===== src/rtl/cpu_debug_monitor.sv =====
// cpu_debug_monitor: self-check and trace monitor that sits beside cpu_top.
// Taps the retire stream and the register-file write port. Keeps a circular
// trace buffer and shadows one result register. Ends the run on a cycle budget
// or on a halt loop, then reports pass/fail.
// Optional feature macro: DBGMON_BRANCH_STATS_EN builds the taken/not-taken
// branch counters. When it is undefined, both counter ports read 0.
module cpu_debug_monitor #(
  parameter int              XLEN        = 32,
  parameter int              DEPTH       = 16,
  parameter int              CHECK_REG   = 10,
  parameter logic [XLEN-1:0] EXPECT_VAL  = XLEN'(10),
  parameter int              MAX_CYCLES  = 40,
  parameter int              HALT_CYCLES = 4
) (
  input  logic                             clk,
  input  logic                             rst,
  input  logic                             retire_valid,
  input  logic [XLEN-1:0]                  retire_pc,
  input  logic [31:0]                      retire_instr,
  input  logic                             branch,
  input  logic                             zero,
  input  logic                             rf_we,
  input  logic [4:0]                       rf_waddr,
  input  logic [XLEN-1:0]                  rf_wdata,
  input  logic                             trace_rd_en,
  output logic                             trace_rd_valid,
  output logic [XLEN+32:0]                 trace_rd_data,
  output logic [$clog2(DEPTH):0]           trace_count,
  output logic                             trace_ovf,
  output logic                             done,
  output logic                             pass,
  output logic                             halted,
  output logic [$clog2(MAX_CYCLES+1)-1:0]  cycle_count,
  output logic [15:0]                      br_taken_cnt,
  output logic [15:0]                      br_ntaken_cnt
);

  localparam int PTR_W   = $clog2(DEPTH);
  localparam int CNT_W   = PTR_W + 1;
  localparam int CYC_W   = $clog2(MAX_CYCLES + 1);
  localparam int SAME_W  = $clog2(HALT_CYCLES + 1);
  localparam int ENTRY_W = XLEN + 33;

  localparam logic [CNT_W-1:0]  DEPTH_C    = CNT_W'(DEPTH);
  localparam logic [CYC_W-1:0]  LAST_CYCLE = CYC_W'(MAX_CYCLES - 1);
  localparam logic [SAME_W-1:0] HALT_LAST  = SAME_W'(HALT_CYCLES - 1);
  localparam logic [4:0]        CHECK_IDX  = 5'(CHECK_REG);

  typedef enum logic [1:0] {
    S_IDLE = 2'd0,
    S_RUN  = 2'd1,
    S_DONE = 2'd2
  } state_t;

  state_t state;
  state_t state_next;

  logic [ENTRY_W-1:0] mem [DEPTH];
  logic [PTR_W-1:0]   wr_ptr;
  logic [PTR_W-1:0]   rd_ptr;

  logic [XLEN-1:0]    shadow;
  logic [XLEN-1:0]    shadow_next;
  logic [XLEN-1:0]    prev_pc;
  logic               prev_valid;
  logic [SAME_W-1:0]  same_cnt;

  logic               active;
  logic               push;
  logic               pop;
  logic               full;
  logic               shadow_hit;
  logic               same_pc;
  logic               halt_hit;
  logic               budget_hit;
  logic [ENTRY_W-1:0] push_entry;

  // Capture, shadow and stats are live only before the run has finished.
  assign active      = (state != S_DONE);
  assign push        = retire_valid && active;
  assign full        = (trace_count == DEPTH_C);
  assign pop         = trace_rd_en && (trace_count != '0);
  assign push_entry  = {branch & zero, retire_instr, retire_pc};
  assign shadow_hit  = rf_we && (rf_waddr == CHECK_IDX) && (rf_waddr != 5'd0);
  assign shadow_next = (active && shadow_hit) ? rf_wdata : shadow;
  assign same_pc     = retire_valid && prev_valid && (retire_pc == prev_pc);
  assign halt_hit    = (state == S_RUN) && same_pc && (same_cnt == HALT_LAST);
  assign budget_hit  = (state == S_RUN) && (cycle_count == LAST_CYCLE);

  // State register for the run-control FSM.
  always_ff @(posedge clk) begin
    if (rst) begin
      state <= S_IDLE;
    end else begin
      state <= state_next;
    end
  end

  // Next-state logic: the first retire starts the run, halt or budget ends it.
  always_comb begin
    state_next = state;
    case (state)
      S_IDLE: begin
        if (retire_valid) begin
          state_next = S_RUN;
        end
      end
      S_RUN: begin
        if (halt_hit || budget_hit) begin
          state_next = S_DONE;
        end
      end
      S_DONE: begin
        state_next = S_DONE;
      end
      default: begin
        state_next = S_IDLE;
      end
    endcase
  end

  // Halt detector: counts back-to-back retires that repeat the previous PC.
  always_ff @(posedge clk) begin
    if (rst) begin
      prev_pc    <= '0;
      prev_valid <= 1'b0;
      same_cnt   <= '0;
    end else if (push) begin
      prev_pc    <= retire_pc;
      prev_valid <= 1'b1;
      same_cnt   <= same_pc ? (same_cnt + SAME_W'(1)) : '0;
    end
  end

  // Shadow register, run-cycle counter and the final verdict latched on entering DONE.
  always_ff @(posedge clk) begin
    if (rst) begin
      shadow      <= '0;
      cycle_count <= '0;
      done        <= 1'b0;
      pass        <= 1'b0;
      halted      <= 1'b0;
    end else begin
      shadow <= shadow_next;
      if (state == S_RUN) begin
        cycle_count <= cycle_count + CYC_W'(1);
      end
      if ((state == S_RUN) && (state_next == S_DONE)) begin
        done   <= 1'b1;
        pass   <= (shadow_next == EXPECT_VAL);
        halted <= halt_hit;
      end
    end
  end

  // Trace storage: a push writes at wr_ptr and overwrites the oldest entry when full.
  always_ff @(posedge clk) begin
    if (push && !rst) begin
      mem[wr_ptr] <= push_entry;
    end
  end

  // Trace pointers and occupancy; a push into a full buffer without a pop drops the oldest entry.
  always_ff @(posedge clk) begin
    if (rst) begin
      wr_ptr      <= '0;
      rd_ptr      <= '0;
      trace_count <= '0;
      trace_ovf   <= 1'b0;
    end else begin
      if (push) begin
        wr_ptr <= wr_ptr + PTR_W'(1);
      end
      if (pop || (push && full)) begin
        rd_ptr <= rd_ptr + PTR_W'(1);
      end
      if (push && !pop && !full) begin
        trace_count <= trace_count + CNT_W'(1);
      end else if (pop && !push) begin
        trace_count <= trace_count - CNT_W'(1);
      end
      if (push && full && !pop) begin
        trace_ovf <= 1'b1;
      end
    end
  end

  // Read port: the oldest entry appears one cycle after an accepted pop; data holds otherwise.
  always_ff @(posedge clk) begin
    if (rst) begin
      trace_rd_valid <= 1'b0;
      trace_rd_data  <= '0;
    end else begin
      trace_rd_valid <= pop;
      if (pop) begin
        trace_rd_data <= mem[rd_ptr];
      end
    end
  end

`ifdef DBGMON_BRANCH_STATS_EN
  // Branch statistics: saturating taken / not-taken counters over captured retires.
  always_ff @(posedge clk) begin
    if (rst) begin
      br_taken_cnt  <= '0;
      br_ntaken_cnt <= '0;
    end else if (push && branch) begin
      if (zero) begin
        if (br_taken_cnt != 16'hFFFF) begin
          br_taken_cnt <= br_taken_cnt + 16'd1;
        end
      end else begin
        if (br_ntaken_cnt != 16'hFFFF) begin
          br_ntaken_cnt <= br_ntaken_cnt + 16'd1;
        end
      end
    end
  end
`else
  assign br_taken_cnt  = '0;
  assign br_ntaken_cnt = '0;
`endif

endmodule

===== config.mk =====
export PLATFORM = sky130hd
export DESIGN_NAME = cpu_debug_monitor
export DESIGN_NICKNAME = d
export VERILOG_FILES = /design/src/rtl/cpu_debug_monitor.sv
export SDC_FILE = /design/constraint.sdc
export NUM_CORES = 1
export LEC_CHECK = 0
export BUFFER_PORTS_ARGS = -buffer_cell sky130_fd_sc_hd__buf_4
export CAP_MARGIN = 20
export CORE_UTILIZATION = 39
export CTS_BUF_LIST = sky130_fd_sc_hd__clkbuf_4
export DETAILED_ROUTE_END_ITERATION = 6
export GPL_ROUTABILITY_DRIVEN = 0
export SYNTH_ARGS = -nofsm -noshare
export SYNTH_HDL_FRONTEND = slang
export SYNTH_SLANG_ARGS = --single-unit

===== constraint.sdc =====
create_clock -name clk -period 5.06 [get_ports clk]
set_clock_uncertainty 0.05 [all_clocks]
set_input_delay 1.012 -clock clk [delete_from_list [all_inputs] [get_ports clk]]
set_output_delay 1.012 -clock clk [all_outputs]
set_load 0.01 [all_outputs]

**Word-level counts from Yosys, hierarchy flattened**

Memories as Yosys holds them, arrays and structs flattened. A register that Yosys moved wholly into a read port is not among the register bits.
Cells that the tools add are included.

- $add $sub $neg: 6
- Equality and inequality tests: 10
- Multiplexer cells: 9
- Bitwise gates (word level): 1
- Reductions and logical operators: 27

Operators by type and width:

| operator | number |
|---|---|
| equality test 32 bit | 1 |
| equality test 32 x 4 -> 1 bit (second input constant) | 1 |
| 2-to-1 mux 32 bit | 1 |
| logical AND 1 bit | 17 |
| 2-to-1 mux 5 bit | 2 |
| nonzero test 5 bit | 2 |
| adder 4 x 1 -> 4 bit (second input constant) | 2 |
| adder 6 x 1 -> 6 bit (second input constant) | 1 |
| equality test 6 bit (second input constant) | 1 |
| one-hot mux 2 bit (3 select lines) | 1 |
| adder 5 x 1 -> 5 bit (second input constant) | 1 |
| equality test 5 x 4 -> 1 bit (second input constant) | 1 |
| equality test 5 bit (second input constant) | 1 |
| subtractor 5 x 1 -> 5 bit (second input constant) | 1 |
| equality test 2 bit (second input constant) | 2 |
| zero test 1 bit | 4 |
| 2-to-1 mux 2 bit | 2 |
| adder 3 x 1 -> 3 bit (second input constant) | 1 |
| equality test 3 x 2 -> 1 bit (second input constant) | 1 |
| 2-to-1 mux 3 bit | 1 |
| equality test 2 x 1 -> 1 bit (second input constant) | 1 |
| zero test 2 bit | 1 |
| logical OR 1 bit | 2 |
| 2-to-1 mux 1 bit | 2 |
| other kinds (3) | 3 |

- Bits in registers: 94
- Memory bits (writable): 1,040
- Input bits: 108
- Output and inout port bits: 113
- Word-level logic and storage cells: 68
- Memories: 1

Memory list:

| memory | words | bits a word | read ports | clocked after memory_dff | write ports | RTL line | text |
|---|---|---|---|---|---|---|---|
| mem | 16 | 65 | 1 | 1 | 1 | 58 | `logic [ENTRY_W-1:0] mem [DEPTH];` |

**Logic depth before layout (Yosys ltp)**

- Word-level depth: 9
- Depth in mapped cells: 11
- Gate-level depth less buffers: 10

**Least setup slack after synthesis**

OpenSTA, ideal clock, no wires.

- Path kind: input to register
- From: input retire_valid
- To: memory mem[13][0] in the netlist's numbering, enable pin
- Library setup time: 488 ps
- Arrival time: 4,541 ps
- Required time: 4,522 ps
- Slack: -19 ps
- Stages: 5
- Buffers on the path: 2
- Cells stage by stage: and2_1 -> clkbuf_1 -> clkbuf_1 -> nand3_1 -> nor2_1

- Cells in the longest elaborated chain, start to end: 4

Ends and longest elaborated chain:

| what | RTL line | text |
|---|---|---|
| from (decl) | 17 | `input logic retire_valid,` |
| logical AND 1 bit | 80 | `assign push = retire_valid && active;` |
| logical AND 1 bit | 158 | `if (push && !rst) begin` |
| 2-to-1 mux 1 bit | 158 |  |
| 2-to-1 mux 1 bit (implied by the code) | 159 | `mem[wr_ptr] <= push_entry;` |
| to (decl) | 58 |  |

No other way between the ends.

**Worst setup path after layout**

- From: register state[0]
- To: memory mem[12][50] in the netlist's numbering, enable pin

- Cells in the longest elaborated chain, start to end: 5

Ends and longest elaborated chain:

| what | RTL line | text |
|---|---|---|
| from (decl) | 55 | `state_t state;` |
| from (signal assigned) | 95 | `state <= state_next;` |
| inequality test 2 bit | 79 | `assign active = (state != S_DONE);` |
| logical AND 1 bit | 80 |  |
| logical AND 1 bit | 158 |  |
| 2-to-1 mux 1 bit | 158 |  |
| 2-to-1 mux 1 bit (implied by the code) | 159 |  |

No other way between the ends.

==> summary.txt <==
Run status
  • Status: finished, final reports clean

CTS
  • H-tree Lvls: 5
  • CTS tree: done
  • Resized Gates After CTS: 0
  • Cts bufs inserted: 324
  • Clk sinks: 1199
  • Root buf cell: clkbuf_4
  • Clock-pin slew on the worst setup and hold paths: 0.07 ns
  • Clock Path Buffers: 4
  • Clk Latency, worst-skew pair: roughly 1.2 ns

Timing
  • Final setup violation count: 0
  • Period utilization: 0.630
  • Peak Freq: 314 MHz
  • Max transition margin: 0.189
  • Fin. max-slew vios: 0
  • Hold violation total from the final report: 0
  • Worst-margin pin slew: ~1.2 ns
  • Final worst path period need: 3.19 ns
  • RSZ-0062 raised after global routing: false
  • TNS Setup: 0 ns

Routing
  • Per-cell routed wire length: 23.8 um
  • M1 WL: 42.6 mm
  • First-pass DRT Iterations: 5
  • Initial drt markers: 1653
  • Antenna-violating nets left: 0
  • Top Layer Used: met5
  • Total number of vias: around 23k
  • Met3 WL: around 6.6 mm
  • Routed wl met2: ~53 mm
  • Routed Wire Length: approximately 100 mm
  • # DRC: 0
  • Via density: between 5 and 6

Synthesis
  • Post-synth EDFFs: 1040
  • Post-synthesis sequential area ratio: 0.757
  • Number of synthesis warnings: 0
  • Top cells by count, synth: edfxtp_1, mux4_2, dfxtp_1
  • Cell count after synthesis: 2164
  • Dominant register cell in the synthesized netlist: edfxtp_1
  • Mapped cell area: 45400 um2
  • Yosys cell types: roughly 50
  • Avg Cell Area, Syn: 21.0 um2
  • Area contributors post-synth: edfxtp_1, mux4_2, dfxtp_1
  • Post-synth top area share: 0.687
  • Most numerous cell in the Yosys netlist: edfxtp_1
  • #FFs+latches synth: 1199
  • Largest area contributor in the netlist: edfxtp_1
  • Async S/R FF share, synth: 0

GRT
  • First-pass GRT wire length: 155 mm
  • Total congestion overflow: 0
  • Vias in the first global route: 25.0k
  • Initial antenna violation count: 5
  • GRT Total Usage: 0.179
  • Largest net degree at the start of global routing: 162

Final layout
  • Layout Cells excl Fill: between 4k and 5k
  • FF/Latch Area: 34400 um2
  • Area grow syn2layout: 16.8%
  • Multi-input gate area: roughly 10000 um2
  • Number of nets in the layout: 2760
  • Filler cells: 9604
  • Ratio of cells with drive above 1 in the final layout: 0.381

Power
  • Leakage: 17.3 nW
  • Clock power frac: 0.339
  • Pwr dens: 456 nW/um2
  • Switch Pwr: about 0.0063 W
  • Max IR drop VDD: 0.000394 V
  • Seq pwr share: 0.465
  • Comb pwr share: 0.197
  • Sw Share: 0.258
  • Internal power: 0.0180 W

Critical path
  • FF-to-FF path depth: 5
  • Critical Path AT: 3.91 ns
  • Crit path kind: flop to flop
  • Max FO, Critical Path: 25
  • R2R Setup Slk: 1.87 ns
  • CP required: 5.78 ns
  • Worst r2r src: state[0]
  • CP cell instances: nand2b_1 > and2_2 > nand3_1 > nor2_4 > buf_4
  • Critical Path Start Type: flop
  • Crit end category: flop
  • Crit path max-delay cell type: nor2_4
  • Slowest cell delay on critical path: around 0.80 ns
  • Crit path from: state[0]

Floorplanning
  • CORE AREA: 115000 um2
  • Initial Util: 0.395
  • Die area: 118000 um2
  • I/O pin total: 221
  • Die Wd: 343 um
  • Die height: around 340 um
  • # rows: approximately 120

Worst hold path
  • Worst Hold Launch: rf_wdata[19]
  • Worst hold stages: 3
  • Hold Crit Class: primary input to flop

Placed design
  • Post-placement cell count: 3801
  • DP HPWL: 58.3 mm
  • IO buf count: 188

Job
  • Max_cap viols: 0
final cells by class:
type	instances	area share
tap	1512	0.0356
clock inverter	79	0.00766
timing repair buffer	265	0.0442
clock buffer	475	0.0672
multi-input combinational	833	0.195
antenna	3	0.000141
sequential	1199	0.649
inverter	17	0.00120
registers in the layout, summed over array words and instances (netlist names), 4 cells and up:
register / cells
prev_pc: 32
cycle_count: 6
mem: 1040
wr_ptr: 4
shadow: 32
trace_rd_data: 65
trace_count: 5
rd_ptr: 4
layout by cell type (no fill, tap or decap), types with 4 or more instances in the layout:
cell and count:
a21oi_1 79, a22o_1 65, buf_12 22, buf_4 218
clkbuf_4 475, clkinv_1 53, clkinv_2 15, conb_1 32
dfxtp_1 155, dfxtp_4 4, dlygate4sd3_1 24, edfxtp_1 1040
ha_1 11, inv_1 16, inv_2 6, mux2i_1 5
mux4_2 325, nand2_1 140, nand2b_1 9, nand3_1 8
nand4_1 9, nor2_1 32, nor2_4 17, nor2b_1 9
nor3_1 6, nor4_1 15, o21ai_1 4, xnor2_1 11
xor2_1 21
path summary, 6_finish.rpt:
check | end
hold reg to reg | state[0]
setup reg to reg | mem[12][50]
hold / removal | shadow[19]
setup / recovery | mem[12][50]
cells by family (layout without fill, tap and decap cells):
family	count (synthesis)	in the layout	share of synthesized area
simple gates	264	264	0.0265
mux	330	330	0.162
flops	1199	1199	0.757
compound gates	163	163	0.0244
other cells	1	35	0.0000825
buf+inv	163	836	0.0200
xor+xnor	32	32	0.00617
fa+ha+maj	12	12	0.00347
per-stage QoR:
step / util / setup WS [ns] / hold slack [ns] / power [W] / instance area, um2
detailed placement: 0.425 / 1.39 / 0.391 / 0.0163 / 48800
global placement: 0.425 / 1.38 / 0.381 / 0.0163 / 48800
global route: 0.462 / 1.64 / 0.0479 / 0.0254 / 53100
CTS: 0.461 / 1.74 / 0.000345 / 0.0246 / 53000
floorplan: - / -0.0190 / 0.373 / 0.0148 / 45600
finish: 0.462 / 1.87 / 0.124 / 0.0242 / 53100
per-layer routing:
layer | vias up | GRT usage
met5 | - | 0.00441
met4 | 8 | 0.0597
met3 | 151 | 0.0461
met2 | 805 | 0.299
met1 | 12200 | 0.227
li1 | 10000 | -
power groups by stage:
stage          logic (W)  registers, W  clock network, W
6_report         0.00477        0.0113           0.00820
5_1_grt          0.00512        0.0113           0.00896
4_1_cts          0.00477        0.0114           0.00847
3_5_place_dp     0.00475        0.0116                 0
3_3_place_gp     0.00470        0.0116                 0
2_1_floorplan    0.00338        0.0114                 0
worst max-delay path: cells and delay by family, from the launching register on:
kind	cells	cell delay, ns
buf+inv	1	0.40
flops	1	0.34
simple gates	4	2.04
repair_timing:
item / in CTS / in global routing
setup buffers: 0 / 0
endpoints found under the hold margin: 66 / 0
hold buffers: 24 / 0
Power figures use the tool's default switching activity.
